===== config.mk =====
export PLATFORM = sky130hd
export DESIGN_NAME = vga_timing_generator
export DESIGN_NICKNAME = d
export VERILOG_FILES = /design/src/rtl/vga_timing_pkg.sv /design/src/rtl/vga_axis_counter.sv /design/src/rtl/vga_timing_generator.sv
export SDC_FILE = /design/constraint.sdc
export NUM_CORES = 1
export LEC_CHECK = 0
export CAP_MARGIN = 40
export CORE_ASPECT_RATIO = 0.6
export CORE_UTILIZATION = 53
export CTS_BUF_LIST = sky130_fd_sc_hd__clkbuf_4 sky130_fd_sc_hd__clkbuf_8
export DETAILED_ROUTE_END_ITERATION = 16
export PLACE_DENSITY_LB_ADDON = 0.25
export SLEW_MARGIN = 10
export SYNTH_ARGS = -nofsm -noshare
export SYNTH_HDL_FRONTEND = slang
export SYNTH_SLANG_ARGS = --single-unit

===== constraint.sdc =====
create_clock -name vga_clock -period 3.18 [get_ports vga_clock]
set_clock_uncertainty 0.05 [all_clocks]
set_input_delay 0.636 -clock vga_clock [delete_from_list [all_inputs] [get_ports vga_clock]]
set_output_delay 0.636 -clock vga_clock [all_outputs]
set_load 0.01 [all_outputs]

===== src/rtl/vga_timing_pkg.sv =====
// Shared 640x480@60 Hz timing constants and the raster position bundle
// used by the timing generator and the pixel-colour logic.
package vga_timing_pkg;

    localparam int H_VISIBLE_D = 640;
    localparam int H_FRONT_D   = 16;
    localparam int H_SYNC_D    = 96;
    localparam int H_BACK_D    = 48;
    localparam int V_VISIBLE_D = 480;
    localparam int V_FRONT_D   = 10;
    localparam int V_SYNC_D    = 2;
    localparam int V_BACK_D    = 33;

    localparam int H_TOTAL_D =
        H_VISIBLE_D + H_FRONT_D + H_SYNC_D + H_BACK_D;
    localparam int V_TOTAL_D =
        V_VISIBLE_D + V_FRONT_D + V_SYNC_D + V_BACK_D;

    localparam int H_SYNC_START_D = H_VISIBLE_D + H_FRONT_D;
    localparam int H_SYNC_END_D   = H_SYNC_START_D + H_SYNC_D;
    localparam int V_SYNC_START_D = V_VISIBLE_D + V_FRONT_D;
    localparam int V_SYNC_END_D   = V_SYNC_START_D + V_SYNC_D;

    typedef struct packed {
        int   row;
        int   column;
        logic display_enable;
    } vga_pos_t;

endpackage


===== src/rtl/vga_axis_counter.sv =====
// Wrapping raster counter for one axis, with wrap strobe and
// sync-window decode taken straight from the count register.
import vga_timing_pkg::*;

module vga_axis_counter #(
    parameter int TOTAL      = H_TOTAL_D,
    parameter int SYNC_START = H_SYNC_START_D,
    parameter int SYNC_END   = H_SYNC_END_D
) (
    input  logic        clk,
    input  logic        rst_n,
    input  logic        en,
    output logic [15:0] count,
    output logic        wrap,
    output logic        in_sync
);

    localparam logic [15:0] LAST = 16'(TOTAL - 1);
    localparam logic [15:0] S_LO = 16'(SYNC_START);
    localparam logic [15:0] S_HI = 16'(SYNC_END);

    assign wrap    = en && (count == LAST);
    assign in_sync = (count >= S_LO) && (count < S_HI);

    always_ff @(posedge clk or negedge rst_n) begin
        if (!rst_n) begin
            count <= '0;
        end else if (en) begin
            count <= wrap ? '0 : count + 16'd1;
        end
    end

endmodule


===== src/rtl/vga_timing_generator.sv =====
// Raster timing for the VGA pixel logic: coordinates, blanking,
// sync pulses and line/frame strobes for once-per-frame game updates.
import vga_timing_pkg::*;

module vga_timing_generator #(
    parameter int H_VISIBLE       = H_VISIBLE_D,
    parameter int H_FRONT         = H_FRONT_D,
    parameter int H_SYNC          = H_SYNC_D,
    parameter int H_BACK          = H_BACK_D,
    parameter int V_VISIBLE       = V_VISIBLE_D,
    parameter int V_FRONT         = V_FRONT_D,
    parameter int V_SYNC          = V_SYNC_D,
    parameter int V_BACK          = V_BACK_D,
    parameter bit SYNC_ACTIVE_LOW = 1'b1
) (
    input  logic vga_clock,
    input  logic reset,
    input  logic pixel_tick,
    output int   column,
    output int   row,
    output logic display_enable,
    output logic vga_hsync,
    output logic vga_vsync,
    output logic line_start,
    output logic frame_done,
    output int   frame_count
);

    localparam int H_TOTAL = H_VISIBLE + H_FRONT + H_SYNC + H_BACK;
    localparam int V_TOTAL = V_VISIBLE + V_FRONT + V_SYNC + V_BACK;
    localparam logic [15:0] H_VIS = 16'(H_VISIBLE);
    localparam logic [15:0] V_VIS = 16'(V_VISIBLE);
    localparam logic [15:0] V_PRE = 16'(V_VISIBLE - 1);

    if (H_TOTAL >= 65536 || V_TOTAL >= 65536) begin : g_range_check
        $error("vga_timing_generator: H_TOTAL/V_TOTAL must be < 2^16");
    end

    logic [15:0] h_count;
    logic [15:0] v_count;
    logic        h_wrap;
    logic        v_wrap;
    logic        h_in_sync;
    logic        v_in_sync;
    vga_pos_t    pos;

    vga_axis_counter #(
        .TOTAL      (H_TOTAL),
        .SYNC_START (H_VISIBLE + H_FRONT),
        .SYNC_END   (H_VISIBLE + H_FRONT + H_SYNC)
    ) u_h (
        .clk     (vga_clock),
        .rst_n   (reset),
        .en      (pixel_tick),
        .count   (h_count),
        .wrap    (h_wrap),
        .in_sync (h_in_sync)
    );

    // Vertical steps only on the tick-qualified horizontal wrap.
    vga_axis_counter #(
        .TOTAL      (V_TOTAL),
        .SYNC_START (V_VISIBLE + V_FRONT),
        .SYNC_END   (V_VISIBLE + V_FRONT + V_SYNC)
    ) u_v (
        .clk     (vga_clock),
        .rst_n   (reset),
        .en      (h_wrap),
        .count   (v_count),
        .wrap    (v_wrap),
        .in_sync (v_in_sync)
    );

    // Strobes are registered against the next position so they align
    // with the (h, v) pair that the counters are about to hold.
    always_ff @(posedge vga_clock or negedge reset) begin
        if (!reset) begin
            line_start  <= 1'b0;
            frame_done  <= 1'b0;
            frame_count <= 0;
        end else begin
            line_start <= h_wrap;
            frame_done <= h_wrap && (v_count == V_PRE);
            if (v_wrap) begin
                frame_count <= frame_count + 1;
            end
        end
    end

    assign pos.column         = {16'd0, h_count};
    assign pos.row            = {16'd0, v_count};
    assign pos.display_enable = (h_count < H_VIS) && (v_count < V_VIS);

    assign column         = pos.column;
    assign row            = pos.row;
    assign display_enable = pos.display_enable;
    assign vga_hsync      = SYNC_ACTIVE_LOW ? ~h_in_sync : h_in_sync;
    assign vga_vsync      = SYNC_ACTIVE_LOW ? ~v_in_sync : v_in_sync;

endmodule

Word-level counts from Yosys, hierarchy flattened
Index checks and enable logic that the tools add are counted.

Bitwise operators: 2. Multiply operators: 0. $lt $le $gt $ge: 6. Div/mod/pow operators: 0. Equality and inequality tests: 3. Reduce and logical (&&, ||, !) cells: 6. Add/sub/neg operators: 3. Shifts and indexed selects: 0. Multiplexer cells: 2.

Operator list (number): adder 16 x 1 -> 16 bit, second input constant (2); adder 32 x 2 -> 32 bit, second input constant (1); equality test 16 x 10 -> 1 bit, second input constant (2); less-than comparator 16 x 10 -> 1 bit, second input constant (2); less-than comparator 16 x 9 -> 1 bit, second input constant (2); two-way mux 16 bit (2); equality test 16 x 9 -> 1 bit, second input constant (1); >= comparator 16 x 10 -> 1 bit, second input constant (1); >= comparator 16 x 9 -> 1 bit, second input constant (1); logical AND 1 bit (6); NOT 1 bit (2).

Memories: 0. Word-level logic and storage cells: 27. Bits in writable memories: 0. Memory bits (read-only): 0. Input port bits: 3. Flip-flop bits (word level): 66. Latch bits: 0.

Longest topological paths before layout
Depth in word-level cells: 4. Mapped depth: 8.

Modules after synthesis
A second synthesis with hierarchy kept.

Cells, all modules: 326. Area total of the unflattened synthesis: 3493.4 sq um.

By module, submodules not included: vga_timing_generator (area an instance 1839.3 sq um, instances 1, cells each 173); vga_axis_counter at u_v (area an instance 848.3 sq um, instances 1, cells each 78); vga_axis_counter at u_h (area an instance 805.8 sq um, instances 1, cells each 75).

Worst setup path before layout
OpenSTA, ideal clock, no wires.

Path kind: reg2out. Start: register u_v.count[1]. End: output port vga_vsync. Stages on the path, launching flop included: 4. Slack: 0.897 ns. Arrival: 1.597 ns. Cell sequence: dfrtp_1 -> inv_1 -> or4b_2 -> or4_1.

Word-level cells in the longest chain between the ends: 3.

RTL lines: start, declared (line vga_axis_counter.sv:13) `output logic [15:0] count,`; start signal, assigned (line vga_axis_counter.sv:29) `count <= wrap ? '0 : count + 16'd1;`; >= comparator 16 x 9 -> 1 bit or less-than comparator 16 x 9 -> 1 bit (tied branches) (line vga_axis_counter.sv:23) `assign in_sync = (count >= S_LO) && (count < S_HI);`; logical AND 1 bit * (line vga_axis_counter.sv:23); NOT 1 bit * (line vga_timing_generator.sv:98) `assign vga_vsync = SYNC_ACTIVE_LOW ? ~v_in_sync : v_in_sync;`; end, declared (line vga_timing_generator.sv:23) `output logic vga_vsync,`.

Mark *: on every way between the ends. The rest lies on a longest branch, timed or not.

Worst setup path after layout
Start: register u_h.count[13]. End: output port vga_hsync.

Word-level cells in the longest chain between the ends: 3.

RTL lines: start, declared (line vga_axis_counter.sv:13); start signal, assigned (line vga_axis_counter.sv:29); >= comparator 16 x 10 -> 1 bit or less-than comparator 16 x 10 -> 1 bit (tied branches) (line vga_axis_counter.sv:23); logical AND 1 bit * (line vga_axis_counter.sv:23); NOT 1 bit * (line vga_timing_generator.sv:97) `assign vga_hsync = SYNC_ACTIVE_LOW ? ~h_in_sync : h_in_sync;`; end, declared (line vga_timing_generator.sv:22) `output logic vga_hsync,`.

Marked as above.

==> run metrics <==
ANT nets after route=0; # nets final=442; Vert. Die Dim=66.0 um; Setup Crit Path Kind=flop to output port; DR WL met2=3540 um; CP Buf/Inv Count=1; reg2reg start=u_h.count[13]; core footprint=6330 um^2; Post-synth top flop=dfrtp_1; commonest non-fill, non-tap cell in the layout=clkdlybuf4s50_1; WL met3=699 um; WL met1=3900 um; Setup TNS Final=0 ps; Achievable Freq=344 MHz; storage element area=1650 um^2; peak supply drop=0.316 mV; RSZ-0062 raised after global routing=no; top sig layer=met4; largest net degree at the start of global routing=between 40 and 50; Initial DRT Pass Iterations=4; Hold Fails Final Rpt=0; share of cells above drive strength 1=10.0%; multi-input combinational cell area=1740 um^2; H-Tree Depth=3; Root Buffer=clkbuf_8; Synth Area per Inst=10.1 um^2; number of diodes=0; Clock Latency Late Sink=350 ps; Crit path required time=between 2000 and 2500 ps; Final Cycle Share=91.4%; CP top delay family=simple AND/OR/NAND/NOR gates; Layout area overhead=24.8%; Reg2Reg Setup Slack=700 ps; setup violators final=0; worst-margin pin slew=between 700 and 800 ps; die area=approximately 7000 um^2; Pleak=0.00208 uW; fraction of registers with async set/reset=100%; Max-slew headroom=a little under half; routed len/inst=15.6 um; Fillers=between 400 and 500; gr ovfl total=0; Cells after Synth=roughly 360; Yosys top cell area share=45.7%; Yosys reg bits=66; Tot Pwr=1890 uW; Power Dens Cells=between 400 and 500 nW/um^2; HPWL after detailed placement=5720 um; most frequent cells in the layout=68 x clkdlybuf4s50_1, 66 x dfrtp_1, 37 x xor2_1; unique cell type count in the Yosys netlist=40; sequential fraction of the synthesis area=45.7%; Worst path slowest cell=or4_4; Worst Hold Class=input pin to async pin; critical path launch point type=flop; CTS tree=yes; Critical Path End Type=output port; routability cong.=0.824; vias in the first global route=2626; fin. max-slew vios=0; initial core utilization=57.1%; critical path, cell by cell=or4_4 -> nor3_4 -> nand3_1 -> clkdlybuf4s50_1; initial DRC count=174; crit-path max cell delay=570 ps; status=complete, no violations; initial antenna violation count=0; post-synth top area cell=dfrtp_1; R2R depth=5; Hold Buf Count CTS=0; GRT Total Usage=25.1%; crit path DAT=2220 ps; Reg clk slew, reported paths=70 ps; YS warnings=0; Placement Rows=22; Num CTS Buffers=9; Max Cap Viol=0; Clock Tree Buf Depth=2; largest cells by area after synthesis=dfrtp_1 46%, xor2_1 9.0%, buf_4 6.9%, nor4_2 4.2%, nand3_1 3.0%; Post-Syn Area=3610 um^2; I/O pin count=104; R2R Path End=u_v.count[12]; drt total wl=8160 um; # DRC=0; first-pass GRT wire length=13400 um; IO Port Bufs=71; minimum clock period=2910 ps; Placed Area=4280 um^2; Final Cell Area=4510 um^2; die width=109 um; DR vias=roughly 2900; hold_ws=~220 ps; clock sink count=66; EDFF count, synth=0; mean number of vias per cell=about 5.5; Critical Path Fanout Max=5
-- worst max-delay path by stage --
stage	to	cells after the start	slack, ps	startpoint
floorplan	vga_vsync	3	900	u_v.count[1]
finish	vga_hsync	4	270	u_h.count[13]
global placement	display_enable	5	400	u_h.count[13]
detailed placement	frame_count[28]	7	340	pixel_tick
CTS	vga_vsync	4	20	u_v.count[10]
global route	vga_hsync	4	170	u_h.count[13]
-- flip-flops by register name (all words and copies together) (netlist names) --
name,cells
frame_count,32
u_h.count,16
u_v.count,16
frame_done,1
line_start,1
-- power by group --
part	internal, uW	switching (uW)
clock	457	322
combinational	90.6	94.7
sequential	871	53.3
total	1420	470
-- routing by layer --
layer | global-route usage, % | vias up
li1 | - | 1351
met1 | 36.9 | 1373
met2 | 36.4 | 144
met3 | 8.28 | 4
met4 | 3.89 | 0
met5 | 0 | -
-- through the flow --
| step | worst slack (ps) | util [%] | cells |
|---|---|---|---|
| after floorplan | 897 | - | 390 |
| after global placement | 403 | 67.5 | 506 |
| after detailed placement | 345 | 67.5 | 506 |
| after CTS | 19.0 | 70.9 | 521 |
| after global routing | 167 | 71.2 | 522 |
| final | 272 | 71.2 | 522 |
-- repair_timing --
| item | in CTS | in global routing |
|---|---|---|
| buffers inserted | 0 | 1 |
| resized for setup | 0 | 3 |
| hold endpoints to repair | 0 | 0 |
| endpoints found under the setup margin | 0 | 2 |
-- synthesized netlist by cell type, drive strengths merged (4+ instances only) --
master  instances
dfrtp          66
buf            39
xor2           37
nand2          29
nand3          22
nor3           22
nor2           17
nor4           17
o21ai          15
nand4          14
xnor2          12
inv            10
and4            8
and3            6
o31ai           6
clkbuf          5
ha              5
and2            4
-- cells by family after synthesis --
logic type	count (synthesis)	share of synthesized area (%)
AO/OA/AOI/OAI	28	4.61
XOR/XNOR	49	11.9
adder cells (fa/ha/maj)	5	1.73
buffers and inverters	54	9.42
flip-flops	66	45.7
multiplexers	2	0.623
other	1	0.104
AND/OR/NAND/NOR	154	25.9
-- final cells by class --
class | count | area share (%)
inverters | 10 | 0.832
well taps | 84 | 2.33
clock buffers | 10 | 3.05
multi-input cells | 270 | 38.7
flip-flops and latches | 66 | 36.6
clock inverters | 5 | 1.75
repair buffers | 77 | 16.8
No activity file was read; power rests on OpenSTA's default activity.
